==> config.mk <==
export PLATFORM = sky130hd
export DESIGN_NAME = sd_cmd_resp_rx
export DESIGN_NICKNAME = d
export VERILOG_FILES = /design/src/rtl/sd_pkg.sv /design/src/rtl/sd_crc7.sv /design/src/rtl/sd_cmd_resp_rx.sv
export SDC_FILE = /design/constraint.sdc
export NUM_CORES = 1
export LEC_CHECK = 0
export ABC_CLOCK_PERIOD_IN_PS = 3000
export BUFFER_PORTS_ARGS = -buffer_cell sky130_fd_sc_hd__buf_2
export CELL_PAD_IN_SITES_DETAIL_PLACEMENT = 0
export CELL_PAD_IN_SITES_GLOBAL_PLACEMENT = 1
export CORE_MARGIN = 4
export CORE_UTILIZATION = 46
export CTS_BUF_LIST = sky130_fd_sc_hd__clkbuf_8
export DETAILED_ROUTE_END_ITERATION = 10
export GPL_TIMING_DRIVEN = 0
export PLACE_DENSITY = 0.93
export SLEW_MARGIN = 25
export SYNTH_ARGS = -nofsm -noshare
export SYNTH_HDL_FRONTEND = slang
export SYNTH_SLANG_ARGS = --single-unit
==> constraint.sdc <==
create_clock -name clk -period 3 [get_ports clk]
set_clock_uncertainty 0.2 [all_clocks]
set_input_delay 0.6 -clock clk [delete_from_list [all_inputs] [get_ports clk]]
set_output_delay 0.6 -clock clk [all_outputs]
set_load 0.1 [all_outputs]
==> src/rtl/sd_pkg.sv <==
// Shared definitions for the SD host controller CMD-line logic:
// response type encodings, frame lengths, CRC7 polynomial, receiver
// FSM states and a single-bit CRC7 update helper.
package sd_pkg;

    typedef enum logic [1:0] {
        RESP_NONE     = 2'd0,
        RESP_48_CRC   = 2'd1,
        RESP_136      = 2'd2,
        RESP_48_NOCRC = 2'd3
    } resp_type_e;

    localparam int RESP_LEN_48  = 48;
    localparam int RESP_LEN_136 = 136;

    // x^7 + x^3 + 1 with the x^7 term implied
    localparam logic [6:0] CRC7_POLY = 7'h09;

    typedef enum logic [1:0] {
        ST_IDLE       = 2'd0,
        ST_WAIT_START = 2'd1,
        ST_RECV       = 2'd2,
        ST_CHECK      = 2'd3
    } rx_state_e;

    // Advance a serial CRC7 (MSB-first) by one input bit.
    function automatic logic [6:0] crc7_step(input logic [6:0] crc, input logic din);
        logic fb;
        fb = din ^ crc[6];
        crc7_step = {crc[5:0], 1'b0} ^ (fb ? CRC7_POLY : 7'h00);
    endfunction

endpackage

==> src/rtl/sd_crc7.sv <==
// Serial CRC7 generator/checker, zero seed, one bit per enabled clk.
// Shared between the command sender and the response receiver.
module sd_crc7
    import sd_pkg::*;
(
    input  logic       clk,
    input  logic       resetn,
    input  logic       clr,
    input  logic       en,
    input  logic       din,
    output logic [6:0] crc
);

    logic [6:0] crc_r;

    // CRC state: clear has priority over accumulate.
    always_ff @(posedge clk or negedge resetn) begin
        if (!resetn) begin
            crc_r <= 7'h00;
        end else if (clr) begin
            crc_r <= 7'h00;
        end else if (en) begin
            crc_r <= crc7_step(crc_r, din);
        end else begin
            crc_r <= crc_r;
        end
    end

    assign crc = crc_r;

endmodule

==> src/rtl/sd_cmd_resp_rx.sv <==
// SD CMD-line response receiver. Armed after a command is sent, waits for
// the card's start bit (bounded by TIMEOUT_CYCLES SD clocks), shifts in a
// 48- or 136-bit response and checks transmission bit, end bit, CRC7 and
// optionally the command index.
// Optional feature macro: SD_CMD_RESP_INDEX_CHECK_EN (index_err for R1-type
// responses); when undefined index_err is tied low.
module sd_cmd_resp_rx
    import sd_pkg::*;
#(
    parameter int TIMEOUT_CYCLES = 64,
    parameter int SYNC_STAGES    = 2
) (
    input  logic         clk,
    input  logic         resetn,
    input  logic         sd_clk_en,
    input  logic         cmd_pin,
    input  logic         arm,
    input  logic         abort,
    input  logic [1:0]   resp_type,
    input  logic [5:0]   exp_index,
    output logic         busy,
    output logic         done,
    output logic [5:0]   resp_index,
    output logic [127:0] resp_data,
    output logic         timeout_err,
    output logic         crc_err,
    output logic         frame_err,
    output logic         index_err
);

    localparam int TMR_W = $clog2(TIMEOUT_CYCLES + 1);

    rx_state_e              state_r;
    rx_state_e              state_s;
    logic [SYNC_STAGES-1:0] sync_r;
    logic                   cmd_s;
    resp_type_e             type_r;
    resp_type_e             arm_type_s;
    logic [7:0]             bit_cnt_r;
    logic [7:0]             crc_hi_s;
    logic [TMR_W-1:0]       tmr_r;
    logic [135:0]           shift_r;
    logic                   accept_s;
    logic                   arm_none_s;
    logic                   sample_s;
    logic                   tmo_s;
    logic                   crc_en_s;
    logic [6:0]             crc_s;

    logic                   chk_crc_err_s;
    logic                   chk_frame_err_s;
    logic                   chk_index_err_s;
    logic [5:0]             chk_index_s;
    logic [127:0]           chk_data_s;

    logic                   busy_r;
    logic                   done_r;
    logic [5:0]             resp_index_r;
    logic [127:0]           resp_data_r;
    logic                   timeout_err_r;
    logic                   crc_err_r;
    logic                   frame_err_r;
    logic                   index_err_r;
    logic                   unused_s;

    assign cmd_s      = sync_r[SYNC_STAGES-1];
    assign arm_type_s = resp_type_e'(resp_type);
    // A new request is only taken from IDLE; abort in the same clk wins.
    assign accept_s   = arm && !abort && (state_r == ST_IDLE) && (arm_type_s != RESP_NONE);
    assign arm_none_s = arm && !abort && (state_r == ST_IDLE) && (arm_type_s == RESP_NONE);
    // A line sample is taken on the start bit and on every strobe while receiving.
    assign sample_s   = !abort && sd_clk_en &&
                        (((state_r == ST_WAIT_START) && !cmd_s) || (state_r == ST_RECV));
    // The start bit takes priority over the timeout on the final strobe.
    assign tmo_s      = !abort && sd_clk_en && (state_r == ST_WAIT_START) && cmd_s &&
                        (tmr_r == TMR_W'(TIMEOUT_CYCLES - 1));
    assign crc_hi_s   = (type_r == RESP_136) ? 8'd127 : 8'd47;
    assign crc_en_s   = sample_s && (bit_cnt_r >= 8'd8) && (bit_cnt_r <= crc_hi_s);

    // Metastability synchroniser for the CMD line, idle-high preset.
    always_ff @(posedge clk or negedge resetn) begin
        if (!resetn) begin
            sync_r <= {SYNC_STAGES{1'b1}};
        end else begin
            sync_r <= {sync_r[SYNC_STAGES-2:0], cmd_pin};
        end
    end

    // FSM state register.
    always_ff @(posedge clk or negedge resetn) begin
        if (!resetn) begin
            state_r <= ST_IDLE;
        end else begin
            state_r <= state_s;
        end
    end

    // FSM next-state logic.
    always_comb begin
        state_s = state_r;
        if (abort) begin
            state_s = ST_IDLE;
        end else begin
            case (state_r)
                ST_IDLE: begin
                    if (accept_s) begin
                        state_s = ST_WAIT_START;
                    end else begin
                        state_s = ST_IDLE;
                    end
                end
                ST_WAIT_START: begin
                    if (sample_s) begin
                        state_s = ST_RECV;
                    end else if (tmo_s) begin
                        state_s = ST_IDLE;
                    end else begin
                        state_s = ST_WAIT_START;
                    end
                end
                ST_RECV: begin
                    if (sample_s && (bit_cnt_r == 8'd0)) begin
                        state_s = ST_CHECK;
                    end else begin
                        state_s = ST_RECV;
                    end
                end
                ST_CHECK: begin
                    state_s = ST_IDLE;
                end
                default: begin
                    state_s = ST_IDLE;
                end
            endcase
        end
    end

    // Request capture, NCR timer and frame shift register; bit_cnt_r holds the
    // frame index of the next bit to be sampled.
    always_ff @(posedge clk or negedge resetn) begin
        if (!resetn) begin
            type_r    <= RESP_NONE;
            bit_cnt_r <= 8'd0;
            tmr_r     <= {TMR_W{1'b0}};
            shift_r   <= 136'd0;
        end else if (accept_s) begin
            type_r    <= arm_type_s;
            bit_cnt_r <= (arm_type_s == RESP_136) ? 8'(RESP_LEN_136 - 1) : 8'(RESP_LEN_48 - 1);
            tmr_r     <= {TMR_W{1'b0}};
        end else if (sample_s) begin
            shift_r <= {shift_r[134:0], cmd_s};
            if (bit_cnt_r != 8'd0) begin
                bit_cnt_r <= bit_cnt_r - 8'd1;
            end
        end else if (!abort && sd_clk_en && (state_r == ST_WAIT_START)) begin
            tmr_r <= tmr_r + TMR_W'(1);
        end
    end

`ifdef SD_CMD_RESP_INDEX_CHECK_EN
    logic [5:0] exp_index_r;

    // Expected command index, latched with the request.
    always_ff @(posedge clk or negedge resetn) begin
        if (!resetn) begin
            exp_index_r <= 6'd0;
        end else if (accept_s) begin
            exp_index_r <= exp_index;
        end
    end

    assign unused_s = ^{shift_r[135], shift_r[133:128]};
`else
    assign unused_s = ^{shift_r[135], shift_r[133:128], exp_index};
`endif

    sd_crc7 u_crc7 (
        .clk    (clk),
        .resetn (resetn),
        .clr    (accept_s),
        .en     (crc_en_s),
        .din    (cmd_s),
        .crc    (crc_s)
    );

    // Frame field extraction and error evaluation, used in the CHECK clk.
    always_comb begin
        chk_frame_err_s = 1'b0;
        chk_crc_err_s   = 1'b0;
        chk_index_err_s = 1'b0;
        chk_index_s     = 6'd0;
        chk_data_s      = 128'd0;
        if (type_r == RESP_136) begin
            chk_frame_err_s = shift_r[134] | ~shift_r[0];
            chk_index_s     = 6'h3F;
            chk_data_s      = {shift_r[127:1], 1'b0};
        end else begin
            chk_frame_err_s = shift_r[46] | ~shift_r[0];
            chk_index_s     = shift_r[45:40];
            chk_data_s      = {96'd0, shift_r[39:8]};
        end
        if ((type_r == RESP_48_CRC) || (type_r == RESP_136)) begin
            chk_crc_err_s = (crc_s != shift_r[7:1]);
        end else begin
            chk_crc_err_s = 1'b0;
        end
`ifdef SD_CMD_RESP_INDEX_CHECK_EN
        if (type_r == RESP_48_CRC) begin
            chk_index_err_s = (shift_r[45:40] != exp_index_r);
        end else begin
            chk_index_err_s = 1'b0;
        end
`else
        chk_index_err_s = 1'b0;
`endif
    end

    // Registered status/result outputs; results hold until the next request.
    always_ff @(posedge clk or negedge resetn) begin
        if (!resetn) begin
            busy_r        <= 1'b0;
            done_r        <= 1'b0;
            resp_index_r  <= 6'd0;
            resp_data_r   <= 128'd0;
            timeout_err_r <= 1'b0;
            crc_err_r     <= 1'b0;
            frame_err_r   <= 1'b0;
            index_err_r   <= 1'b0;
        end else begin
            busy_r <= (state_s != ST_IDLE);
            if (abort) begin
                done_r <= 1'b0;
            end else if (arm_none_s || accept_s) begin
                done_r        <= arm_none_s;
                timeout_err_r <= 1'b0;
                crc_err_r     <= 1'b0;
                frame_err_r   <= 1'b0;
                index_err_r   <= 1'b0;
            end else if (state_r == ST_CHECK) begin
                done_r        <= 1'b1;
                resp_index_r  <= chk_index_s;
                resp_data_r   <= chk_data_s;
                timeout_err_r <= 1'b0;
                crc_err_r     <= chk_crc_err_s;
                frame_err_r   <= chk_frame_err_s;
                index_err_r   <= chk_index_err_s;
            end else if (tmo_s) begin
                done_r        <= 1'b1;
                timeout_err_r <= 1'b1;
            end else begin
                done_r <= 1'b0;
            end
        end
    end

    assign busy        = busy_r;
    assign done        = done_r;
    assign resp_index  = resp_index_r;
    assign resp_data   = resp_data_r;
    assign timeout_err = timeout_err_r;
    assign crc_err     = crc_err_r;
    assign frame_err   = frame_err_r;
    assign index_err   = index_err_r;

endmodule

==> metrics.txt <==
WP data arrival 2.94 ns; Max H-tree Level 2; R2R cell count 10; post-synth top area share around 61%; VDD IR-drop max between 0.3 and 0.4 mV; largest family of logic cells by synthesized area simple AND/OR/NAND/NOR gates; CP endpoint u_crc7.crc[4]; worst reg2reg setup slack ~0.28 ns; post-synthesis compound-gate area fraction under 10%; CP startpoint type_r[0]; final WL about 29 mm; vias post-DR about 9.5k; Core ar. roughly 0.026 mm²; fillcell total approximately 2.4k; setup ws final 0.2842 ns; initial DRC count 637; register area share after synthesis 61.46%; Max Buffers Root-to-Sink 3; post-placement worst setup slack -0.2816 ns; Synth Area in XOR/XNOR less than 1%; simple-gate share of the synthesized area between 20% and 30%; Tmin final around 2.7 ns; synth unique cells 46; Top FF cell, synth dfrtp_1; Async S/R FF share, synth 100.0%; power per cell area ~600 mW/mm²; TNS Setup 0 ns; Mapped Area between 0.01 and 0.015 mm²; clk sinks between 300 and 400; Layout Nets 1563; Ant. Diodes 0; static leakage roughly 8.3 nW; RSZ-0062 raised after global routing no; HPWL after detailed placement roughly 20 mm; outcome finished clean; critical path launch point type flip-flop; Clk pin slew, worst setup/hold paths around 0.06 ns; cell taking the most area after synthesis dfrtp_1; nature of the critical path endpoint flip-flop; first drt pass iteration count 5; GRT Total Usage between 10% and 20%; vias per cell 4.944; Reg-to-Reg End u_crc7.crc[4]; cell count after synthesis approximately 1.3k; vias in the first global route 9321; Hold Violations, Final 0; Post CTS Setup Buffer Count 0; Slew Viols, Final 0; Req. time, crit path 3.22 ns; clk_lat worst skew around 0.56 ns; Rows 59; Yosys warning count 0; Final Setup Violations 0; Post-synth EDFFs 0; Die ar. 0.02942 mm²; share of cells above drive strength 1 approximately 17%; first-pass GRT wire length approximately 48 mm; Mapped Avg Cell Area ~9.2 µm²; commonest non-fill, non-tap cells in the layout 666 x nand2_1, 300 x dfrtp_1, 174 x buf_2; Max Freq around 370 MHz; Starting Density 46.94%; post-synthesis mux area share 3.174%; Tightest Hold Check Type input pin to flip-flop; commonest non-fill, non-tap cell in the layout nand2_1; IO Pins between 150 and 200; # DRC 0; hold path start resp_type[0]; drt wl/cell ~15 µm; Adder-Cell Fraction of Synth Area less than 1%; largest net degree at the start of global routing 94; Die X around 170 µm; Max Cap Violations 0; synth top area cells dfrtp_1 61%, nand2_1 20%, nand3_1 4.3%; Slew headroom between 30% and 40%; CP max FO 18; Yosys reg bits 302; port buffer count about 150; post-route ant nets 0; Crit Path Class flip-flop to flip-flop; routability cong. between 0.8 and 0.9; reg2reg start type_r[0]; CTS tree yes; Remaining Overflow, GRT 0; initial antenna violation count 0; fin crit share roughly nine tenths; clk root buf clkbuf_8; Mapped Nets ~1.4k; CTS Buf Count around 50; Worst Max-Slew Pin Slew between 0.9 and 1 ns; Die Ht approximately 170 µm; Layout area overhead 18.81%
cell families after synthesis:
kind of cell,count (synthesis)
xor gates and xnor gates,13
muxes,39
and+or+nand+nor,809
other,1
adders and majority gates,7
buffers and inverters,93
AOI/OAI and AO/OA,75
DFF,302
flip-flops by register name, indices dropped and copies added (netlist names):
name         cells
u_crc7.crc       7
type_r           2
crc_err          1
sync_r           2
state_r          2
busy             1
done             1
resp_index       6
resp_data      128
bit_cnt_r        8
frame_err        1
tmr_r            7
timeout_err      1
shift_r        135
critical path, cell delays in order (launching register included):
cell and delay, ns:
dfrtp_1 0.37, inv_1 0.06, ha_1 0.13, clkbuf_4 0.34
inv_1 0.16, ha_1 0.32, and4_1 0.19, a31oi_1 0.11
a2111o_1 0.35, buf_2 0.20, mux2i_1 0.14
stage by stage:
step	power (mW)	utilization (%)	instance area, µm²	std cells	hold WS [ns]
after floorplan	4.904	-	12300	1339	0.1044
after CTS	8.888	55.75	14610	1919	0.07484
after global placement	5.170	51.32	13450	1820	0.1467
after detailed placement	5.198	51.68	13540	1823	0.1475
after global routing	9.176	55.77	14610	1919	0.08451
final	8.790	55.77	14610	1919	0.1204
worst min-delay path by stage:
stage                     cells after the start           end  slack, ns
after floorplan                               0  bit_cnt_r[0]       0.10
after global placement                        0     sync_r[1]       0.15
after detailed placement                      0     sync_r[1]       0.15
after CTS                                     2  bit_cnt_r[7]       0.07
after global routing                          2  bit_cnt_r[7]       0.08
final                                         2  bit_cnt_r[7]       0.12
cells in the mapped netlist, types with 2 or more instances:
cell	instances
a21oi_1	10
a311oi_1	2
a31oi_1	4
and2_1	4
and4_1	2
buf_1	17
buf_2	30
buf_4	3
buf_6	2
clkbuf_1	33
dfrtp_1	300
dfstp_2	2
ha_1	7
inv_1	8
mux2i_1	39
nand2_1	666
nand3_1	106
nand3b_1	3
nand4_1	3
nor2_1	9
o21a_1	2
o21ai_0	47
o311ai_0	3
o31ai_1	2
or4_1	3
xnor2_1	8
xor2_1	5
layout make-up:
type / count / area (µm²) / share of cell area (%)
Inverter: 8 / 30.03 / 0.2055
Timing Repair Buffer: 151 / 843.3 / 5.771
Sequential cell: 302 / 7560 / 51.73
Tap cell: 335 / 419.2 / 2.868
Multi-Input combinational cell: 944 / 4328 / 29.61
Buffer: 84 / 382.9 / 2.620
Clock buffer: 67 / 922.1 / 6.310
Clock inverter: 28 / 128.9 / 0.8819
power breakdown:
part,total [mW],switching [mW],leakage (nW),internal (mW)
clock network,3.67,1.66,0.607,2.01
logic,0.883,0.651,3.56,0.232
registers,4.24,0.0800,4.18,4.16
total,8.79,2.39,8.35,6.40
metal layers:
layer,vias up,routed length (µm),track usage (%)
met1,4571,13230,27.48
met2,182,13890,32.48
met4,0,503,5.098
li1,4699,-,-
met5,-,0,0
met3,36,1228,3.700
what timing repair did:
action	in CTS	in global routing
gates resized for setup	0	1
hold buffers	2	0
hold endpoints to repair	57	0
endpoints found under the setup margin	7	7
(Power assumes the default switching activity.)
